### src/rtl/spi_req_arbiter_if.sv
// Bus bundle between the SPI request arbiter, its two requesters and the
// byte-level SPI shift engine. The slave modport is the arbiter's view; the
// master modport is the requester/engine side.
interface spi_req_arbiter_if #(
  parameter int N_CS  = 4,
  parameter int LEN_W = 8
);
  localparam int CSW = (N_CS > 1) ? $clog2(N_CS) : 1;

  logic             req0_i;
  logic             req1_i;
  logic [CSW-1:0]   csel0_i;
  logic [CSW-1:0]   csel1_i;
  logic [LEN_W-1:0] len0_i;
  logic [LEN_W-1:0] len1_i;
  logic [7:0]       txd0_i;
  logic [7:0]       txd1_i;
  logic             txv0_i;
  logic             txv1_i;
  logic             txrdy0_o;
  logic             txrdy1_o;
  logic             rxv0_o;
  logic             rxv1_o;
  logic             done0_o;
  logic             done1_o;
  logic [7:0]       rxd_o;
  logic [1:0]       gnt_o;
  logic             busy_o;
  logic             err_o;
  logic             eng_start_o;
  logic [7:0]       eng_txd_o;
  logic             eng_done_i;
  logic [7:0]       eng_rxd_i;
  logic [N_CS-1:0]  cs_n_o;

  modport slave (
    input  req0_i, req1_i, csel0_i, csel1_i, len0_i, len1_i,
    input  txd0_i, txd1_i, txv0_i, txv1_i, eng_done_i, eng_rxd_i,
    output txrdy0_o, txrdy1_o, rxv0_o, rxv1_o, done0_o, done1_o,
    output rxd_o, gnt_o, busy_o, err_o, eng_start_o, eng_txd_o, cs_n_o
  );

  modport master (
    output req0_i, req1_i, csel0_i, csel1_i, len0_i, len1_i,
    output txd0_i, txd1_i, txv0_i, txv1_i, eng_done_i, eng_rxd_i,
    input  txrdy0_o, txrdy1_o, rxv0_o, rxv1_o, done0_o, done1_o,
    input  rxd_o, gnt_o, busy_o, err_o, eng_start_o, eng_txd_o, cs_n_o
  );
endinterface

### src/rtl/spi_req_arbiter.sv
// Round-robin arbiter sharing one byte-level SPI engine between two
// requesters. Owns chip-select setup/hold/gap timing and walks N bytes per
// grant through a start/done handshake with the engine.
// Optional feature: define SPI_ARB_TIMEOUT_EN to abort a transaction that
// stalls in FETCH/WAIT for TIMEOUT_CYC cycles (err_o pulses with done).
module spi_req_arbiter #(
  parameter int N_CS        = 4,
  parameter int LEN_W       = 8,
  parameter int SETUP_CYC   = 2,
  parameter int HOLD_CYC    = 2,
  parameter int GAP_CYC     = 1,
  parameter int TIMEOUT_CYC = 1024
) (
  input logic               clk,
  input logic               rst_n,
  spi_req_arbiter_if.slave  bus
);

  localparam int CSW    = (N_CS > 1) ? $clog2(N_CS) : 1;
  localparam int PH_MAX = (SETUP_CYC > HOLD_CYC) ?
                          ((SETUP_CYC > GAP_CYC) ? SETUP_CYC : GAP_CYC) :
                          ((HOLD_CYC > GAP_CYC) ? HOLD_CYC : GAP_CYC);
  localparam int PH_W   = $clog2(PH_MAX + 1);

  localparam logic [PH_W-1:0] SETUP_LAST = PH_W'(SETUP_CYC - 1);
  localparam logic [PH_W-1:0] HOLD_LAST  = PH_W'(HOLD_CYC - 1);
  localparam logic [PH_W-1:0] GAP_LAST   = PH_W'(GAP_CYC - 1);

  if (SETUP_CYC < 1 || HOLD_CYC < 1 || GAP_CYC < 1) begin : g_bad_phase
    $error("spi_req_arbiter: SETUP_CYC, HOLD_CYC and GAP_CYC must be >= 1");
  end
  if (TIMEOUT_CYC < 1) begin : g_bad_timeout
    $error("spi_req_arbiter: TIMEOUT_CYC must be >= 1");
  end

  typedef enum logic [2:0] {
    S_IDLE, S_SETUP, S_FETCH, S_WAIT, S_HOLD, S_GAP
  } state_t;

  state_t           state;
  logic [PH_W-1:0]  cnt;
  logic             side;
  logic             ptr;
  logic [LEN_W-1:0] remaining;
  logic [1:0]       gnt;
  logic [N_CS-1:0]  cs_n;
  logic [7:0]       rxd;
  logic             rxv0;
  logic             rxv1;
  logic             done0;
  logic             done1;
  logic             eng_start;
  logic [7:0]       eng_txd;

  logic             pick;
  logic [CSW-1:0]   csel_in;
  logic [LEN_W-1:0] len_in;
  logic [N_CS-1:0]  cs_dec;
  logic             txv_sel;
  logic [7:0]       txd_sel;
  logic             fetch_go;
  logic             wait_go;
  logic             hold_exit;
  logic             tmo_hit;

  // Grant choice: a lone request wins; with both pending the preferred side (ptr) wins.
  always_comb begin
    pick    = (bus.req0_i && bus.req1_i) ? ptr : bus.req1_i;
    csel_in = pick ? bus.csel1_i : bus.csel0_i;
    len_in  = pick ? bus.len1_i  : bus.len0_i;
    txv_sel = side ? bus.txv1_i  : bus.txv0_i;
    txd_sel = side ? bus.txd1_i  : bus.txd0_i;
  end

  // Chip-select decode; an index beyond N_CS drops no line but bytes still run.
  always_comb begin
    cs_dec = '1;
    for (int i = 0; i < N_CS; i++) begin
      if (csel_in == CSW'(i)) cs_dec[i] = 1'b0;
    end
  end

  // Progress events that end a FETCH or WAIT cycle; engine done is ignored while start is high.
  always_comb begin
    fetch_go  = (state == S_FETCH) && txv_sel;
    wait_go   = (state == S_WAIT) && bus.eng_done_i && !eng_start;
    hold_exit = (state == S_HOLD) && (cnt == HOLD_LAST);
  end

`ifdef SPI_ARB_TIMEOUT_EN
  localparam int TMO_W = $clog2(TIMEOUT_CYC + 1);

  logic [TMO_W-1:0] tmo;
  logic             abort;
  logic             err;

  // Stall detector: counts cycles spent in one FETCH or WAIT visit.
  always_comb begin
    tmo_hit = (((state == S_FETCH) && !fetch_go) || ((state == S_WAIT) && !wait_go)) &&
              (tmo == TMO_W'(TIMEOUT_CYC - 1));
  end

  // Stall counter clears on every state change; an abort is flagged until HOLD ends.
  always_ff @(posedge clk or negedge rst_n) begin
    if (!rst_n) begin
      tmo   <= '0;
      abort <= 1'b0;
      err   <= 1'b0;
    end else begin
      err <= 1'b0;
      if ((state != S_FETCH && state != S_WAIT) || fetch_go || wait_go || tmo_hit) begin
        tmo <= '0;
      end else begin
        tmo <= tmo + 1'b1;
      end
      if (tmo_hit) begin
        abort <= 1'b1;
      end else if (hold_exit) begin
        err   <= abort;
        abort <= 1'b0;
      end
    end
  end

  assign bus.err_o = err;
`else
  assign tmo_hit   = 1'b0;
  assign bus.err_o = 1'b0;
`endif

  // Main sequencer: grant, CS setup, byte fetch/engine wait, CS hold and gap.
  always_ff @(posedge clk or negedge rst_n) begin
    if (!rst_n) begin
      state     <= S_IDLE;
      cnt       <= '0;
      side      <= 1'b0;
      ptr       <= 1'b0;
      remaining <= '0;
      gnt       <= 2'b00;
      cs_n      <= '1;
      rxd       <= 8'h00;
      rxv0      <= 1'b0;
      rxv1      <= 1'b0;
      done0     <= 1'b0;
      done1     <= 1'b0;
      eng_start <= 1'b0;
      eng_txd   <= 8'h00;
    end else begin
      rxv0      <= 1'b0;
      rxv1      <= 1'b0;
      done0     <= 1'b0;
      done1     <= 1'b0;
      eng_start <= 1'b0;
      case (state)
        S_IDLE: begin
          if (bus.req0_i || bus.req1_i) begin
            side      <= pick;
            remaining <= len_in;
            cnt       <= '0;
            if (len_in == '0) begin
              done0 <= !pick;
              done1 <= pick;
              ptr   <= !pick;
              gnt   <= 2'b00;
              state <= S_GAP;
            end else begin
              gnt   <= pick ? 2'b10 : 2'b01;
              cs_n  <= cs_dec;
              state <= S_SETUP;
            end
          end
        end
        S_SETUP: begin
          if (cnt == SETUP_LAST) begin
            cnt   <= '0;
            state <= S_FETCH;
          end else begin
            cnt <= cnt + 1'b1;
          end
        end
        S_FETCH: begin
          if (fetch_go) begin
            eng_txd   <= txd_sel;
            eng_start <= 1'b1;
            state     <= S_WAIT;
          end else if (tmo_hit) begin
            state <= S_HOLD;
          end
        end
        S_WAIT: begin
          if (wait_go) begin
            rxd       <= bus.eng_rxd_i;
            rxv0      <= !side;
            rxv1      <= side;
            remaining <= remaining - LEN_W'(1);
            state     <= (remaining == LEN_W'(1)) ? S_HOLD : S_FETCH;
          end else if (tmo_hit) begin
            state <= S_HOLD;
          end
        end
        S_HOLD: begin
          if (hold_exit) begin
            cnt   <= '0;
            cs_n  <= '1;
            done0 <= !side;
            done1 <= side;
            gnt   <= 2'b00;
            ptr   <= !side;
            state <= S_GAP;
          end else begin
            cnt <= cnt + 1'b1;
          end
        end
        S_GAP: begin
          if (cnt == GAP_LAST) begin
            cnt   <= '0;
            state <= S_IDLE;
          end else begin
            cnt <= cnt + 1'b1;
          end
        end
        default: state <= S_IDLE;
      endcase
    end
  end

  assign bus.txrdy0_o    = (state == S_FETCH) && !side;
  assign bus.txrdy1_o    = (state == S_FETCH) && side;
  assign bus.rxv0_o      = rxv0;
  assign bus.rxv1_o      = rxv1;
  assign bus.done0_o     = done0;
  assign bus.done1_o     = done1;
  assign bus.rxd_o       = rxd;
  assign bus.gnt_o       = gnt;
  assign bus.busy_o      = (state != S_IDLE);
  assign bus.eng_start_o = eng_start;
  assign bus.eng_txd_o   = eng_txd;
  assign bus.cs_n_o      = cs_n;

endmodule
### src/flat_wrapper.sv
// flat-port wrapper written by rule: the top's interface ports become plain ports
module spi_req_arbiter_flat 
#(
  parameter int N_CS        = 4,
  parameter int LEN_W       = 8,
  parameter int SETUP_CYC   = 2,
  parameter int HOLD_CYC    = 2,
  parameter int GAP_CYC     = 1,
  parameter int TIMEOUT_CYC = 1024
)
  (clk, rst_n, bus_req0_i, bus_req1_i, bus_csel0_i, bus_csel1_i, bus_len0_i, bus_len1_i, bus_txd0_i, bus_txd1_i, bus_txv0_i, bus_txv1_i, bus_eng_done_i, bus_eng_rxd_i, bus_txrdy0_o, bus_txrdy1_o, bus_rxv0_o, bus_rxv1_o, bus_done0_o, bus_done1_o, bus_rxd_o, bus_gnt_o, bus_busy_o, bus_err_o, bus_eng_start_o, bus_eng_txd_o, bus_cs_n_o);
  spi_req_arbiter_if #(.N_CS(N_CS), .LEN_W(LEN_W)) bus_i ();
  input logic clk;
  input logic rst_n;
  input wire logic [$bits(bus_i.req0_i)-1:0] bus_req0_i;
  input wire logic [$bits(bus_i.req1_i)-1:0] bus_req1_i;
  input wire logic [$bits(bus_i.csel0_i)-1:0] bus_csel0_i;
  input wire logic [$bits(bus_i.csel1_i)-1:0] bus_csel1_i;
  input wire logic [$bits(bus_i.len0_i)-1:0] bus_len0_i;
  input wire logic [$bits(bus_i.len1_i)-1:0] bus_len1_i;
  input wire logic [$bits(bus_i.txd0_i)-1:0] bus_txd0_i;
  input wire logic [$bits(bus_i.txd1_i)-1:0] bus_txd1_i;
  input wire logic [$bits(bus_i.txv0_i)-1:0] bus_txv0_i;
  input wire logic [$bits(bus_i.txv1_i)-1:0] bus_txv1_i;
  input wire logic [$bits(bus_i.eng_done_i)-1:0] bus_eng_done_i;
  input wire logic [$bits(bus_i.eng_rxd_i)-1:0] bus_eng_rxd_i;
  output wire logic [$bits(bus_i.txrdy0_o)-1:0] bus_txrdy0_o;
  output wire logic [$bits(bus_i.txrdy1_o)-1:0] bus_txrdy1_o;
  output wire logic [$bits(bus_i.rxv0_o)-1:0] bus_rxv0_o;
  output wire logic [$bits(bus_i.rxv1_o)-1:0] bus_rxv1_o;
  output wire logic [$bits(bus_i.done0_o)-1:0] bus_done0_o;
  output wire logic [$bits(bus_i.done1_o)-1:0] bus_done1_o;
  output wire logic [$bits(bus_i.rxd_o)-1:0] bus_rxd_o;
  output wire logic [$bits(bus_i.gnt_o)-1:0] bus_gnt_o;
  output wire logic [$bits(bus_i.busy_o)-1:0] bus_busy_o;
  output wire logic [$bits(bus_i.err_o)-1:0] bus_err_o;
  output wire logic [$bits(bus_i.eng_start_o)-1:0] bus_eng_start_o;
  output wire logic [$bits(bus_i.eng_txd_o)-1:0] bus_eng_txd_o;
  output wire logic [$bits(bus_i.cs_n_o)-1:0] bus_cs_n_o;
  assign bus_i.req0_i = bus_req0_i;
  assign bus_i.req1_i = bus_req1_i;
  assign bus_i.csel0_i = bus_csel0_i;
  assign bus_i.csel1_i = bus_csel1_i;
  assign bus_i.len0_i = bus_len0_i;
  assign bus_i.len1_i = bus_len1_i;
  assign bus_i.txd0_i = bus_txd0_i;
  assign bus_i.txd1_i = bus_txd1_i;
  assign bus_i.txv0_i = bus_txv0_i;
  assign bus_i.txv1_i = bus_txv1_i;
  assign bus_i.eng_done_i = bus_eng_done_i;
  assign bus_i.eng_rxd_i = bus_eng_rxd_i;
  assign bus_txrdy0_o = bus_i.txrdy0_o;
  assign bus_txrdy1_o = bus_i.txrdy1_o;
  assign bus_rxv0_o = bus_i.rxv0_o;
  assign bus_rxv1_o = bus_i.rxv1_o;
  assign bus_done0_o = bus_i.done0_o;
  assign bus_done1_o = bus_i.done1_o;
  assign bus_rxd_o = bus_i.rxd_o;
  assign bus_gnt_o = bus_i.gnt_o;
  assign bus_busy_o = bus_i.busy_o;
  assign bus_err_o = bus_i.err_o;
  assign bus_eng_start_o = bus_i.eng_start_o;
  assign bus_eng_txd_o = bus_i.eng_txd_o;
  assign bus_cs_n_o = bus_i.cs_n_o;
  spi_req_arbiter #(.N_CS(N_CS), .LEN_W(LEN_W), .SETUP_CYC(SETUP_CYC), .HOLD_CYC(HOLD_CYC), .GAP_CYC(GAP_CYC), .TIMEOUT_CYC(TIMEOUT_CYC)) u_core (.clk(clk), .rst_n(rst_n), .bus(bus_i));
endmodule
### config.mk
export PLATFORM = sky130hd
export DESIGN_NAME = spi_req_arbiter_flat
export DESIGN_NICKNAME = d
export VERILOG_FILES = /design/src/rtl/spi_req_arbiter_if.sv /design/src/rtl/spi_req_arbiter.sv /design/src/flat_wrapper.sv
export SDC_FILE = /design/constraint.sdc
export NUM_CORES = 1
export LEC_CHECK = 0
export ABC_AREA = 0
export CELL_PAD_IN_SITES_DETAIL_PLACEMENT = 0
export CELL_PAD_IN_SITES_GLOBAL_PLACEMENT = 1
export CORE_MARGIN = 1
export CORE_UTILIZATION = 30
export CTS_CLUSTER_DIAMETER = 150
export DETAILED_ROUTE_END_ITERATION = 10
export PLACE_DENSITY = 0.71
export SLEW_MARGIN = 20
export SYNTH_ARGS = -nofsm -noshare
export SYNTH_HDL_FRONTEND = slang
export SYNTH_SLANG_ARGS = --single-unit
export TNS_END_PERCENT = 50
### constraint.sdc
create_clock -name clk -period 2 [get_ports clk]
set_clock_uncertainty 0.05 [all_clocks]
set_input_delay 0.2 -clock clk [delete_from_list [all_inputs] [get_ports clk]]
set_output_delay 0.2 -clock clk [all_outputs]
set_load 0.02 [all_outputs]
==> impl_metrics.yaml <==
route:
  first_pass_iters: 4
  routed_wl_mm: 6.07
  drc: 0
  met3WireLength_um: 189
  vias: 2110
  drt_iter0_markers: 131
  route.met2.wl_mm: 3.04
  wl_per_cell_um: 14.0
  postRouteAntennaNets: 0
  topRoutingLayerUsed: "met4"
  via_per_inst: 4.87
  wl_met1_mm: 2.79
job:
  cap_violations: 0
logic_synthesis:
  synthTopCellsByCount: "dfrtp_1, nor2_1, a21oi_1, mux2_2, nand2_1"
  postSynthAreaPerCell_um2: 10.0
  netlist_instances: 237
  synth-main-ff-cell: "dfrtp_1"
  synth_nets: 294
  synth_most_common_cell: "dfrtp_1"
  yosys_warnings: 0
  synth_top_cell_by_area: "dfrtp_1"
  synth_edf_count: 0
  yosysUniqueCellTypes: 55
  yosys.area.top_type_share_pct: 39.9
  yosysSeqAreaShare_pct: 44.4
  synth-seq-cells: 42
  async_flop_share_pct: 100
  post_synth_main_area_contributors: "dfrtp_1, mux2_2, a21oi_1"
  syn_area_um2: 2380
pwr:
  combPwrFrac_pct: 56.9
  p_leak_nw: 1.43
  switching_power_w: 0.00198
  powerDensity_nw_per_um2: 1380
  p_int_w: 0.00278
  peakVddDrop_mv: 0.438
  pwr-share-clk_pct: 11.4
  swShare_pct: 41.7
  p_seq_share_pct: 31.6
sta:
  post-route-period-util_pct: 95.0
  fin_setup_tns_ns: 0
  fmax_ghz: 0.526
  setup_violations: 0
  drv_slew: 0
  slew_headroom_pct: 63.5
  timing.hold.ws_ns: 0.455
  period_minus_slack_ns: 1.90
  rsz0062_at_grt: "no"
  worst_pin_slew_ns: 0.548
  timing.final.hold_violations: 0
setup_path:
  worstPathArrival_ns: 2.03
  crit_buf_inv: 1
  r2r-start: "u_core.cnt[1]"
  cp.depth: 7
  path_max_fanout: 5
  r2r_end: "u_core.state[0]"
  cpPeakStageDelay_ns: 0.40
  rr_worst_depth: 7
  worstSetupEndpointType: "flop"
  critical_path.endpoint: "u_core.state[0]"
  crit_family: "simple AND/OR/NAND/NOR gates"
  startpoint: "u_core.cnt[1]"
  crit_slowest_cell: "dfrtp_1"
  path_cells: "inv_1 -> ha_1 -> or2_2 -> a21oi_2 -> o31ai_2 -> nand2b_4 -> mux2_4"
  crit_path_start_kind: "flop"
  r2r_slack_ns: 0.10
  crit_required_ns: 2.13
  crit_type: "reg2reg"
outcome:
  status: "finished clean"
clocking:
  clock_latency_ns: 0.29
  cts_num_sinks: 42
  cts_setup_buffers: 0
  cts_max_level: 2
  cts.path.max_buffers: 2
  cts_buffers: 5
  tritoncts: "yes"
  cts_root_buf: "clkbuf_8"
  clk_pin_slew_ns: 0.09
global_routing:
  grt_max_degree: 43
  grt_pass1_wl_mm: 10.1
  antenna_found_initial: 0
  grt_pass1_vias: 2089
  grt_overflow: 0
  track_usage_pct: 15.3
floorplanning:
  ios: 82
  design.core.area_um2: 7690
  die_w_um: 91.1
  dieArea_um2: 8300
  initial_core_util_pct: 31.0
  rows: 32
  die_y_um: 91.1
placement:
  hpwl_mm: 4.66
  io_buffer_count: 80
  place_congestion: 0.765
finish:
  fillCellCount: 773
  fin_nets: 387
  antennaDiodeCount: 0
  area_delta_synth_final_pct: 45.1
  layout-drive-gt1-share_pct: 18.4
hold_path:
  hp-class: "in2async"
-- stage by stage --
stage	area (µm²)	util (%)	worst slack (ns)	std cells	power, W
after detailed placement	3360	43.7	0.0334	424	0.00425
after global routing	3460	45.0	0.0101	433	0.00513
final	3460	45.0	0.100	433	0.00476
after floorplan	2380	-	0.222	237	0.00320
after CTS	3450	44.9	0.0372	433	0.00481
after global placement	3360	43.7	0.0419	424	0.00423
-- routing by layer --
layer	track usage, %	vias to the layer above
li1	-	1053
met1	20.4	1009
met2	25.4	44
met3	2.93	4
met4	3.57	0
met5	0	-
-- state kept, by name (all words and copies together), names as in the netlist, 2 cells and up --
register and flops:
u_core.cnt 2, u_core.bus.cs_n_o 4, u_core.remaining 8, u_core.state 3, u_core.bus.gnt_o 2, u_core.bus.rxd_o 8
u_core.bus.eng_txd_o 8
-- cell families after synthesis --
logic type / synth area share, %
buffers and inverters: 4.52
other: 0.157
adders and majority gates: 3.15
AOI/OAI and AO/OA: 19.2
muxes: 11.5
and+or+nand+nor: 17.2
DFF: 44.4
-- how the worst min path moves through the flow --
stage | slack, ns | to | depth (start not counted) | startpoint
6_report | 0.46 | u_core.remaining[5] | 3 | rst_n
5_1_grt | 0.46 | u_core.bus.rxd_o[5] | 2 | bus_eng_rxd_i[5]
4_1_cts | 0.46 | u_core.bus.rxd_o[5] | 2 | bus_eng_rxd_i[5]
3_5_place_dp | 0.28 | u_core.remaining[5] | 2 | rst_n
3_3_place_gp | 0.27 | u_core.remaining[5] | 2 | rst_n
2_1_floorplan | -0.15 | u_core.bus.done0_o | 0 | rst_n
-- power groups by stage --
stage          sequential (W)  combinational, W  clock (W)
4_1_cts               0.00150           0.00273   0.000571
6_report              0.00151           0.00271   0.000545
5_1_grt               0.00156           0.00296   0.000603
2_1_floorplan         0.00173           0.00147          0
3_5_place_dp          0.00152           0.00274          0
3_3_place_gp          0.00151           0.00272          0
-- layout by cell type, fill, tap and decap left out, drive strengths merged, types with 4 or more instances in the layout --
cell           instances
mux2i                 10
o32a                   4
o21ai                 17
dfstp                  4
nor4                   5
clkbuf                 6
dfrtp                 38
mux2                  15
nor3                   8
a21oi                 22
ha                     6
nand2                 14
clkdlybuf4s50         77
inv                   10
o22a                   4
buf                   17
nor2                  29
-- cell type report --
cell class	count	area, µm²	area share, %
tap	102	128	3.69
multi-input combinational	174	1220	35.3
inverter	10	40.0	1.16
sequential	42	1060	30.6
timing repair buffer	97	923	26.7
clock inverter	2	13.8	0.398
clock buffer	6	72.6	2.10
-- worst min-delay path, stage by stage --
cell and delay, ns:
dlygate4sd3_1 0.52, buf_2 0.09, buf_4 0.44
-- what timing repair did --
item                                   4_1_cts  5_1_grt
resized for setup                            2        2
setup endpoints to repair                    2        2
pin swaps                                    0        0
hold buffers                                 1        0
endpoints found under the hold margin       38        0
gates cloned                                 0        0
No activity file was read; power rests on OpenSTA's default activity.
